[config.mk]
export PLATFORM = sky130hd
export DESIGN_NAME = pkt_sched
export DESIGN_NICKNAME = d
export VERILOG_FILES = /design/src/rtl/pkt_sched_pkg.sv /design/src/rtl/rr_arbiter.sv /design/src/rtl/pkt_sched.sv
export SDC_FILE = /design/constraint.sdc
export NUM_CORES = 1
export LEC_CHECK = 0
export CAP_MARGIN = 20
export CELL_PAD_IN_SITES_DETAIL_PLACEMENT = 1
export CELL_PAD_IN_SITES_GLOBAL_PLACEMENT = 1
export CORE_ASPECT_RATIO = 0.75
export CORE_MARGIN = 8
export CORE_UTILIZATION = 28
export DETAILED_ROUTE_END_ITERATION = 8
export PLACE_DENSITY = 0.81
export SETUP_SLACK_MARGIN = 0.02
export SLEW_MARGIN = 20
export SYNTH_ARGS = -nofsm -noshare
export SYNTH_HDL_FRONTEND = slang
export SYNTH_HIERARCHICAL = 1
export SYNTH_SLANG_ARGS = --single-unit
[constraint.sdc]
create_clock -name clk -period 4.4 [get_ports clk]
set_input_delay 1.1 -clock clk [delete_from_list [all_inputs] [get_ports clk]]
set_output_delay 1.1 -clock clk [all_outputs]
set_load 0.02 [all_outputs]
[src/rtl/pkt_sched_pkg.sv]
// Shared definitions for the packet scheduler.
// Contents:
//   state_e   - scheduler FSM states (IDLE, ARB, XFER, DROP)
//   cfg_t     - per-source {k,len} configuration record at the default data width
//   CNT_W     - width of the optional statistics counters
//   cnt_inc   - wrapping increment for the statistics counters
package pkt_sched_pkg;

    typedef enum logic [1:0] {
        IDLE = 2'd0,
        ARB  = 2'd1,
        XFER = 2'd2,
        DROP = 2'd3
    } state_e;

    // Field layout of one source's cfg word; k sits in the upper half.
    localparam int CFG_DW = 8;
    typedef struct packed {
        logic [CFG_DW-1:0] k;
        logic [CFG_DW-1:0] len;
    } cfg_t;

    localparam int CNT_W = 16;

    function automatic logic [CNT_W-1:0] cnt_inc(input logic [CNT_W-1:0] cnt);
        return cnt + 16'd1;
    endfunction

endpackage

[src/rtl/rr_arbiter.sv]
// Combinational round-robin selector.
// Ports:
//   req   [NS-1:0] - request vector
//   ptr   [SW-1:0] - highest-priority index for this decision
//   grant [SW-1:0] - first requesting index at or after ptr (wrapping)
//   valid          - at least one request is present
module rr_arbiter #(
    parameter  int NS = 4,
    localparam int SW = $clog2(NS)
) (
    input  logic [NS-1:0] req,
    input  logic [SW-1:0] ptr,
    output logic [SW-1:0] grant,
    output logic          valid
);

    // scan NS positions starting at ptr; the first requester wins
    always_comb begin
        logic [SW:0] pos;
        grant = '0;
        valid = 1'b0;
        pos   = '0;
        for (int i = 0; i < NS; i++) begin
            pos = {1'b0, ptr} + (SW+1)'(i);
            if (pos >= (SW+1)'(NS)) begin
                pos = pos - (SW+1)'(NS);
            end else begin
                pos = pos;
            end
            if (!valid && req[pos[SW-1:0]]) begin
                valid = 1'b1;
                grant = pos[SW-1:0];
            end else begin
                valid = valid;
            end
        end
    end

endmodule

[src/rtl/pkt_sched.sv]
// Packet scheduler: round-robin selection among NS AXI-stream sources, one
// packet at a time, with a per-packet length limit (beats past len are
// discarded) and the granted source's {k,len} presented on m_cfg.
// Ports:
//   clk, rst (sync, active-low)
//   s_tdata/s_tvalid/s_tlast/s_tready - per-source streams
//   s_cfg  - per-source {k,len}
//   m_tdata/m_tvalid/m_tlast/m_tready - output stream (zero-latency pass-through)
//   m_cfg, m_src - cfg and index of the granted source, latched at arbitration
//   cfg_err - sticky, set when a granted cfg has k > len
// Optional build macro PKT_SCHED_STATS_EN adds pkt_cnt (per-source completed
// packets) and drop_cnt (entries into DROP).
module pkt_sched
    import pkt_sched_pkg::*;
#(
    parameter  int DW = 8,
    parameter  int NS = 4,
    localparam int SW = $clog2(NS)
) (
    input  logic               clk,
    input  logic               rst,
    input  logic [NS*DW-1:0]   s_tdata,
    input  logic [NS-1:0]      s_tvalid,
    input  logic [NS-1:0]      s_tlast,
    output logic [NS-1:0]      s_tready,
    input  logic [NS*2*DW-1:0] s_cfg,
    output logic [DW-1:0]      m_tdata,
    output logic               m_tvalid,
    output logic               m_tlast,
    input  logic               m_tready,
    output logic [2*DW-1:0]    m_cfg,
    output logic [SW-1:0]      m_src,
    output logic               cfg_err
`ifdef PKT_SCHED_STATS_EN
    ,
    output logic [NS*CNT_W-1:0] pkt_cnt,
    output logic [CNT_W-1:0]    drop_cnt
`endif
);

    state_e          state_r, state_nxt_s;
    logic [SW-1:0]   ptr_r, next_ptr_s;
    logic [DW-1:0]   beat_r;
    logic [2*DW-1:0] m_cfg_r;
    logic [SW-1:0]   m_src_r;
    logic            cfg_err_r;

    logic [SW-1:0]   arb_grant_s;
    logic            arb_valid_s;
    logic [2*DW-1:0] gcfg_s;
    logic [DW-1:0]   len_s;
    logic            len_hit_s;
    logic            grant_en_s;
    logic            advance_s;
    logic            beat_inc_s;
    logic            drop_en_s;

    rr_arbiter #(.NS(NS)) u_arb (
        .req   (s_tvalid),
        .ptr   (ptr_r),
        .grant (arb_grant_s),
        .valid (arb_valid_s)
    );

    assign gcfg_s     = s_cfg[arb_grant_s*(2*DW) +: 2*DW];
    assign len_s      = m_cfg_r[DW-1:0];
    // length limit reached on the beat currently offered (len==0 is unlimited)
    assign len_hit_s  = (len_s != '0) && (beat_r == (len_s - DW'(1)));
    assign next_ptr_s = (m_src_r == SW'(NS-1)) ? '0 : (m_src_r + SW'(1));

    assign m_cfg   = m_cfg_r;
    assign m_src   = m_src_r;
    assign cfg_err = cfg_err_r;

    // state register
    always_ff @(posedge clk) begin
        if (!rst) begin
            state_r <= IDLE;
        end else begin
            state_r <= state_nxt_s;
        end
    end

    // next state, stream muxing and bookkeeping strobes; all outputs forced low in reset
    always_comb begin
        state_nxt_s = state_r;
        s_tready    = '0;
        m_tdata     = '0;
        m_tvalid    = 1'b0;
        m_tlast     = 1'b0;
        grant_en_s  = 1'b0;
        advance_s   = 1'b0;
        beat_inc_s  = 1'b0;
        drop_en_s   = 1'b0;
        if (!rst) begin
            state_nxt_s = IDLE;
        end else begin
            case (state_r)
                IDLE: begin
                    if (|s_tvalid) begin
                        state_nxt_s = ARB;
                    end else begin
                        state_nxt_s = IDLE;
                    end
                end
                ARB: begin
                    if (arb_valid_s) begin
                        grant_en_s  = 1'b1;
                        state_nxt_s = XFER;
                    end else begin
                        state_nxt_s = IDLE;
                    end
                end
                XFER: begin
                    m_tdata           = s_tdata[m_src_r*DW +: DW];
                    m_tvalid          = s_tvalid[m_src_r];
                    m_tlast           = s_tlast[m_src_r] | len_hit_s;
                    s_tready[m_src_r] = m_tready;
                    if (s_tvalid[m_src_r] && m_tready) begin
                        beat_inc_s = 1'b1;
                        // a real end-of-packet wins over the length limit
                        if (s_tlast[m_src_r]) begin
                            advance_s   = 1'b1;
                            state_nxt_s = IDLE;
                        end else if (len_hit_s) begin
                            drop_en_s   = 1'b1;
                            state_nxt_s = DROP;
                        end else begin
                            state_nxt_s = XFER;
                        end
                    end else begin
                        state_nxt_s = XFER;
                    end
                end
                DROP: begin
                    s_tready[m_src_r] = 1'b1;
                    if (s_tvalid[m_src_r] && s_tlast[m_src_r]) begin
                        advance_s   = 1'b1;
                        state_nxt_s = IDLE;
                    end else begin
                        state_nxt_s = DROP;
                    end
                end
                default: begin
                    state_nxt_s = IDLE;
                end
            endcase
        end
    end

    // grant bookkeeping: pointer, beat count, latched cfg/source, sticky cfg error
    always_ff @(posedge clk) begin
        if (!rst) begin
            ptr_r     <= '0;
            beat_r    <= '0;
            m_cfg_r   <= '0;
            m_src_r   <= '0;
            cfg_err_r <= 1'b0;
        end else begin
            if (grant_en_s) begin
                m_cfg_r <= gcfg_s;
                m_src_r <= arb_grant_s;
                if (gcfg_s[2*DW-1:DW] > gcfg_s[DW-1:0]) begin
                    cfg_err_r <= 1'b1;
                end else begin
                    cfg_err_r <= cfg_err_r;
                end
            end else begin
                m_cfg_r   <= m_cfg_r;
                m_src_r   <= m_src_r;
                cfg_err_r <= cfg_err_r;
            end
            if (state_r == ARB) begin
                beat_r <= '0;
            end else if (beat_inc_s) begin
                beat_r <= beat_r + DW'(1);
            end else begin
                beat_r <= beat_r;
            end
            if (advance_s) begin
                ptr_r <= next_ptr_s;
            end else begin
                ptr_r <= ptr_r;
            end
        end
    end

`ifdef PKT_SCHED_STATS_EN
    // wrapping statistics, updated on the XFER/DROP exit edge
    always_ff @(posedge clk) begin
        if (!rst) begin
            pkt_cnt  <= '0;
            drop_cnt <= '0;
        end else begin
            if (advance_s) begin
                pkt_cnt[m_src_r*CNT_W +: CNT_W] <= cnt_inc(pkt_cnt[m_src_r*CNT_W +: CNT_W]);
            end else begin
                pkt_cnt <= pkt_cnt;
            end
            if (drop_en_s) begin
                drop_cnt <= cnt_inc(drop_cnt);
            end else begin
                drop_cnt <= drop_cnt;
            end
        end
    end
`endif

endmodule

Yosys cells after proc, flatten, opt, wreduce, memory -nomap -nowiden

Cells that the tools add are included.
W data, S select, Z words.

Bits in latches: 0
Output and inout bits: 33
Memories: 0
Register bits after elaboration: 31
ROM bits: 0
Logic and storage cells: 105
Bits in writable memories: 0
Input port bits: 107

Divide/modulo/power cells: 0
Multiply operators: 0
Equal/unequal tests: 5
Bitwise logic cells: 3
Shift operators: 2
Add/subtract/negate cells: 10
Reduce and logical (&&, ||, !) cells: 15
Order comparisons: 11
Muxes and demuxes: 53

Operator list:

| kind                  | number |
|---|---|
| $shiftx A64 B7 Y16    | 1 |
| $shiftx A32 B6 Y8     | 1 |
| $mux W1               | 27 |
| $mux W2               | 13 |
| $mux W8               | 2 |
| $lt A2 B3 Y1 const B  | 5 |
| $bmux W1 S2           | 6 |
| $ge A3 B3 Y1 const B  | 3 |
| $add A8 B1 Y8 const B | 1 |
| $eq A8 B8 Y1          | 1 |
| $gt A8 B8 Y1          | 1 |
| $pmux W2 S4           | 1 |
| $pmux W4 S2           | 1 |
| $reduce_bool A8 Y1    | 1 |
| $sub A2 B1 Y2 const B | 4 |
| $sub A8 B1 Y8 const B | 1 |
| $logic_and A1 B1 Y1   | 7 |
| $add A2 B2 Y3 const B | 2 |
| $eq A2 B2 Y1 const B  | 3 |
| $and A4 B4 Y4         | 1 |
| $mux W4               | 1 |
| $reduce_or A4 Y1      | 1 |
| $add A2 B1 Y3 const B | 1 |
| $ge A2 B3 Y1 const B  | 1 |
| other kinds (11)      | 13 |

Logic depth before layout (Yosys ltp)

Depth in word-level cells: 18
Depth in mapped cells: 13
Gate-level depth less buffers: 11

Hierarchy

Netlist, hierarchy kept.

By module, submodules not included:

| module     | seq. area each (µm²) | area an instance (µm²) | instances | cells each |
|---|---|---|---|---|
| pkt_sched  | 620.6                | 2454.9                 | 1         | 262 |
| rr_arbiter | 0.0                  | 77.6                   | 1         | 15 |

Worst setup path before layout

OpenSTA, ideal clock, no wires.

Path type: input -> register
From: in s_tvalid[1]
To: reg cfg_err_r (netlist: cfg_err)
Setup slack: 633 ps
Required time: 4270 ps
Stages on the path: 11
Data arrival time: 3637 ps
Setup time: 130 ps
Buffers on the path: 2
Path through: inv_1 -> a221o_1 -> a21oi_1 -> buf_2 -> buf_2 -> mux4_2 -> inv_1 -> ha_1 -> and3_1 -> a2111oi_0 -> a21oi_1

Elaborated cells between the ends (all ways): 28
Classes of those cells: 1 x order compare; 1 x shift; 19 x mux; 7 x reduce/logical

RTL lines:

| what                            | RTL line         | source |
|---|---|---|
| from (decl)                     | pkt_sched.sv:23  | `input logic [NS-1:0] s_tvalid,` |
| $bmux W1 S2                     | rr_arbiter.sv:30 | `if (!valid && req[pos[SW-1:0]]) begin` |
| $mux W1 (not written as such)   | rr_arbiter.sv:30 |  |
| $mux W1                         | rr_arbiter.sv:30 |  |
| $logic_not A1 Y1                | rr_arbiter.sv:30 |  |
| $logic_and A1 B1 Y1             | rr_arbiter.sv:30 |  |
| $mux W1                         | rr_arbiter.sv:30 |  |
| $logic_not A1 Y1                | rr_arbiter.sv:30 |  |
| $logic_and A1 B1 Y1             | rr_arbiter.sv:30 |  |
| $mux W1                         | rr_arbiter.sv:30 |  |
| $logic_not A1 Y1                | rr_arbiter.sv:30 |  |
| $logic_and A1 B1 Y1             | rr_arbiter.sv:30 |  |
| $mux W2 (*)                     | rr_arbiter.sv:30 |  |
| via arb_grant_s[0]              | pkt_sched.sv:48  | `logic [SW-1:0] arb_grant_s;` |
| $shiftx A64 B7 Y16 (*)          | pkt_sched.sv:65  | `assign gcfg_s = s_cfg[arb_grant_s*(2*DW) +: 2*DW];` |
| $gt A8 B8 Y1 (*)                | pkt_sched.sv:163 | `if (gcfg_s[2*DW-1:DW] > gcfg_s[DW-1:0]) begin` |
| $reduce_and A2 Y1 (no line) (*) | -                |  |
| to (signal assigned)            | pkt_sched.sv:166 | `cfg_err_r <= cfg_err_r;` |
| to (signal assigned)            | pkt_sched.sv:171 | `cfg_err_r <= cfg_err_r;` |
| to (decl)                       | pkt_sched.sv:46  | `logic cfg_err_r;` |

Mark *: on every way through the listed nets, which the timed path passes. The rest lies on a longest branch. The select of a mux whose other input is x is not followed.
A chain may end at the register's enable or synchronous reset.

Worst setup path after layout

From: in s_tvalid[3]
To: out m_tvalid

Longest elaborated chain between the ends: 4

RTL lines:

| what                          | RTL line         | source |
|---|---|---|
| $bmux W1 S2                   | pkt_sched.sv:116 | `m_tvalid = s_tvalid[m_src_r];` |
| $mux W1 (not written as such) | pkt_sched.sv:116 |  |
| $mux W1                       | pkt_sched.sv:98  | `case (state_r)` |
| $mux W1                       | pkt_sched.sv:95  | `if (!rst) begin` |
| to (decl)                     | pkt_sched.sv:28  | `output logic m_tvalid,` |

No other way between the ends. The select of a mux whose other input is x is not followed.

==> flow_summary.json <==
{
  "status": "complete, no violations",
  "syn_to_final_growth_pct": 67.24,
  "drc": 0,
  "crit_type": "in2out",
  "layout_common_cells": "139 x clkdlybuf4s50_1, 44 x nand2_1, 31 x dfxtp_1",
  "fillers": 1015,
  "synthCells": 277,
  "path_buf_inv": 2,
  "period_share_pct": 90.59,
  "comb_power_share_pct": 36.8,
  "overflow": 0,
  "setup_ws_ps": 413.8,
  "synth.distinct_cells": 43,
  "chipHeight_um": 98.36,
  "wl_per_cell_um": 18.26,
  "fmax_ghz": 0.2509,
  "final-setup-viol-count": 0,
  "crit_path_frequent_cell": "clkdlybuf4s50_1",
  "postCtsSetupBuffers": 0,
  "syn_avg_cell_area_um2": 9.142,
  "synth-seq-area-share_pct": 24.51,
  "final_common_cell": "clkdlybuf4s50_1",
  "switchingPower_uw": 318.5,
  "fin_hold_ws_ps": 468.4,
  "worst_setup_path_start_kind": "primary input",
  "netlist_area_um2": 2532,
  "die_x_um": 125.8,
  "drive_gt1_share_pct": 11.00,
  "p_sw_share_pct": 29.31,
  "min_period_ps": 3986,
  "pwr-share-seq_pct": 30.0,
  "clk_pin_slew_worst_paths_ps": 50,
  "root_buffer": "clkbuf_16",
  "p_int_uw": 768.1,
  "setup_tns_ps": 0,
  "syn_nets": 398,
  "tightest_slew_ps": 788.9,
  "finClkSkew_ps": 3.848,
  "core_um2": 8934,
  "track_usage_pct": 15.88,
  "slew_viol_final": 0,
  "synth_edf_count": 0,
  "clockBufferDepth": 2,
  "vias": 2684,
  "ys_warn_count": 6,
  "synth-main-ff-cell": "dfxtp_1",
  "cp_cell_sequence": "clkdlybuf4s50_1, mux4_2, and2_1, clkdlybuf4s50_1",
  "max_slew_margin_pct": 47.25,
  "htree_levels": 2,
  "worstPathArrival_ps": 2890,
  "worst_ep_required_time_ps": 3300,
  "port_buffers": 139,
  "power_density_nw_per_um2": 256.6,
  "place_hpwl_um": 8094,
  "max_stage_delay_ps": 560,
  "io_pins": 140,
  "ys_seq_elements": 31,
  "antenna_found_initial": 0,
  "first_iter_violations": 68,
  "cts_made_buffers": 5,
  "antennaDiodeCount": 0,
  "grt_first_pass_wirelength_um": 16080,
  "hold_viol": 0,
  "routabilityCongestion": 0.8568,
  "p_total_mw": 1.087,
  "rsz0062_at_grt": "false",
  "hp-class": "reg2reg",
  "worst-path-max-fanout": 5,
  "nets": 538,
  "ir_drop_uv": 171.9,
  "ant_nets": 0,
  "via_per_inst": 5.064,
  "ctsResizeCount": 0,
  "die_area_um2": 12380,
  "grt_pass1_vias": 3157,
  "rows": 30,
  "holdBufCountCts": 0,
  "post-place-ws_ps": 130.0,
  "critPathCaptureType": "output pin",
  "crit_family": "buffers and inverters",
  "start_util_pct": 28.35,
  "cts_tree": "yes",
  "postRouteWirelength_um": 9676,
  "power_leakage_nw": 1.535,
  "grt_max_degree": 25,
  "async_flop_share_pct": 0,
  "critPathSlowestCell": "mux4_2",
  "drv_cap": 0,
  "clkPwrFrac_pct": 33.2,
  "clk_latency_ps": 270,
  "clkSinkCount": 31,
  "drt_first_pass_iters": 4
}
## final cells by class
cell class,count,area [µm²],share of cell area [%]
Tap cell,112,140.1,3.309
Inverter,19,71.32,1.684
Clock buffer,8,156.4,3.693
Multi-Input combinational cell,214,1790,42.27
Sequential cell,31,620.6,14.65
Timing Repair Buffer,146,1456,34.39
## path summary, 6_finish.rpt
check                                  from         to  slack [ps]  cells past startpoint
worst max-delay path            s_tvalid[3]   m_tvalid         410                      4
worst min register to register    m_cfg[10]  m_cfg[10]         470                      2
worst max register to register     ptr_r[0]    cfg_err        1460                      9
worst min-delay path              m_cfg[10]  m_cfg[10]         470                      2
## cell usage after synthesis, types with 2 or more instances
cell | count | share of area (%)
a221o_1 | 2 | 0.79
and2_1 | 14 | 3.5
nor2_1 | 12 | 1.8
ha_1 | 14 | 6.9
inv_1 | 18 | 2.7
buf_2 | 4 | 0.79
nand2_1 | 44 | 6.5
nor4_1 | 2 | 0.49
dfxtp_1 | 31 | 25
and3b_1 | 2 | 0.69
o21a_1 | 5 | 1.5
a21oi_1 | 8 | 1.6
nor3_1 | 6 | 1.2
xnor2_1 | 9 | 3.1
nand3_1 | 6 | 1.2
nor2b_1 | 3 | 0.74
mux4_2 | 26 | 23
or3_1 | 2 | 0.49
nand3b_1 | 2 | 0.59
xor2_1 | 6 | 2.1
and3_1 | 4 | 0.99
o21ai_0 | 5 | 0.99
a21boi_0 | 19 | 5.6
nand4_1 | 8 | 2.0
clkbuf_1 | 7 | 1.0
## logic make-up (layout without fill, tap and decap cells)
logic type      after synthesis  in the layout  synth area share, %
xor+xnor                     15             15                5.188
fa+ha+maj                    14             14                6.917
buf+inv                      32            173                5.089
mux                          26             26                23.12
compound gates               48             48                13.19
simple gates                111            111                21.99
flops                        31             31                24.51
## flip-flops by register name, summed over array words and instances, names as in the netlist
name and flops:
m_cfg 16, beat_r 8, ptr_r 2, state_r 2, cfg_err 1, m_src 2
## worst register-to-register path: stages (launching register included)
cell	delay [ps]
dfxtp_1	410
inv_2	60
a221o_1	340
a21oi_2	190
buf_12	200
mux4_2	570
ha_1	310
and3_1	200
a2111oi_0	420
a21oi_1	120
## power groups by stage
stage | combinational (mW) | sequential [mW] | clock [mW]
global route | 0.439 | 0.330 | 0.383
detailed placement | 0.404 | 0.332 | 0
finish | 0.400 | 0.326 | 0.360
global placement | 0.392 | 0.331 | 0
CTS | 0.408 | 0.326 | 0.363
floorplan | 0.191 | 0.344 | 0
## metrics by stage
step,cells,utilization (%),area (µm²)
5_1_grt,530,47.41,4235
3_5_place_dp,522,45.66,4079
6_report,530,47.41,4235
2_1_floorplan,277,-,2532
4_1_cts,530,47.41,4235
3_3_place_gp,522,45.66,4079
## layer usage
layer	GRT usage, %	routed length, µm	part of all wire, %	up-vias
met5	0	0	0	-
met4	3.226	70	0.72	0
met1	17.76	4169	43	1272
met3	6.696	894	9.2	6
li1	-	-	-	1282
met2	27.71	4541	47	124
No activity file was read; power rests on OpenSTA's default activity.
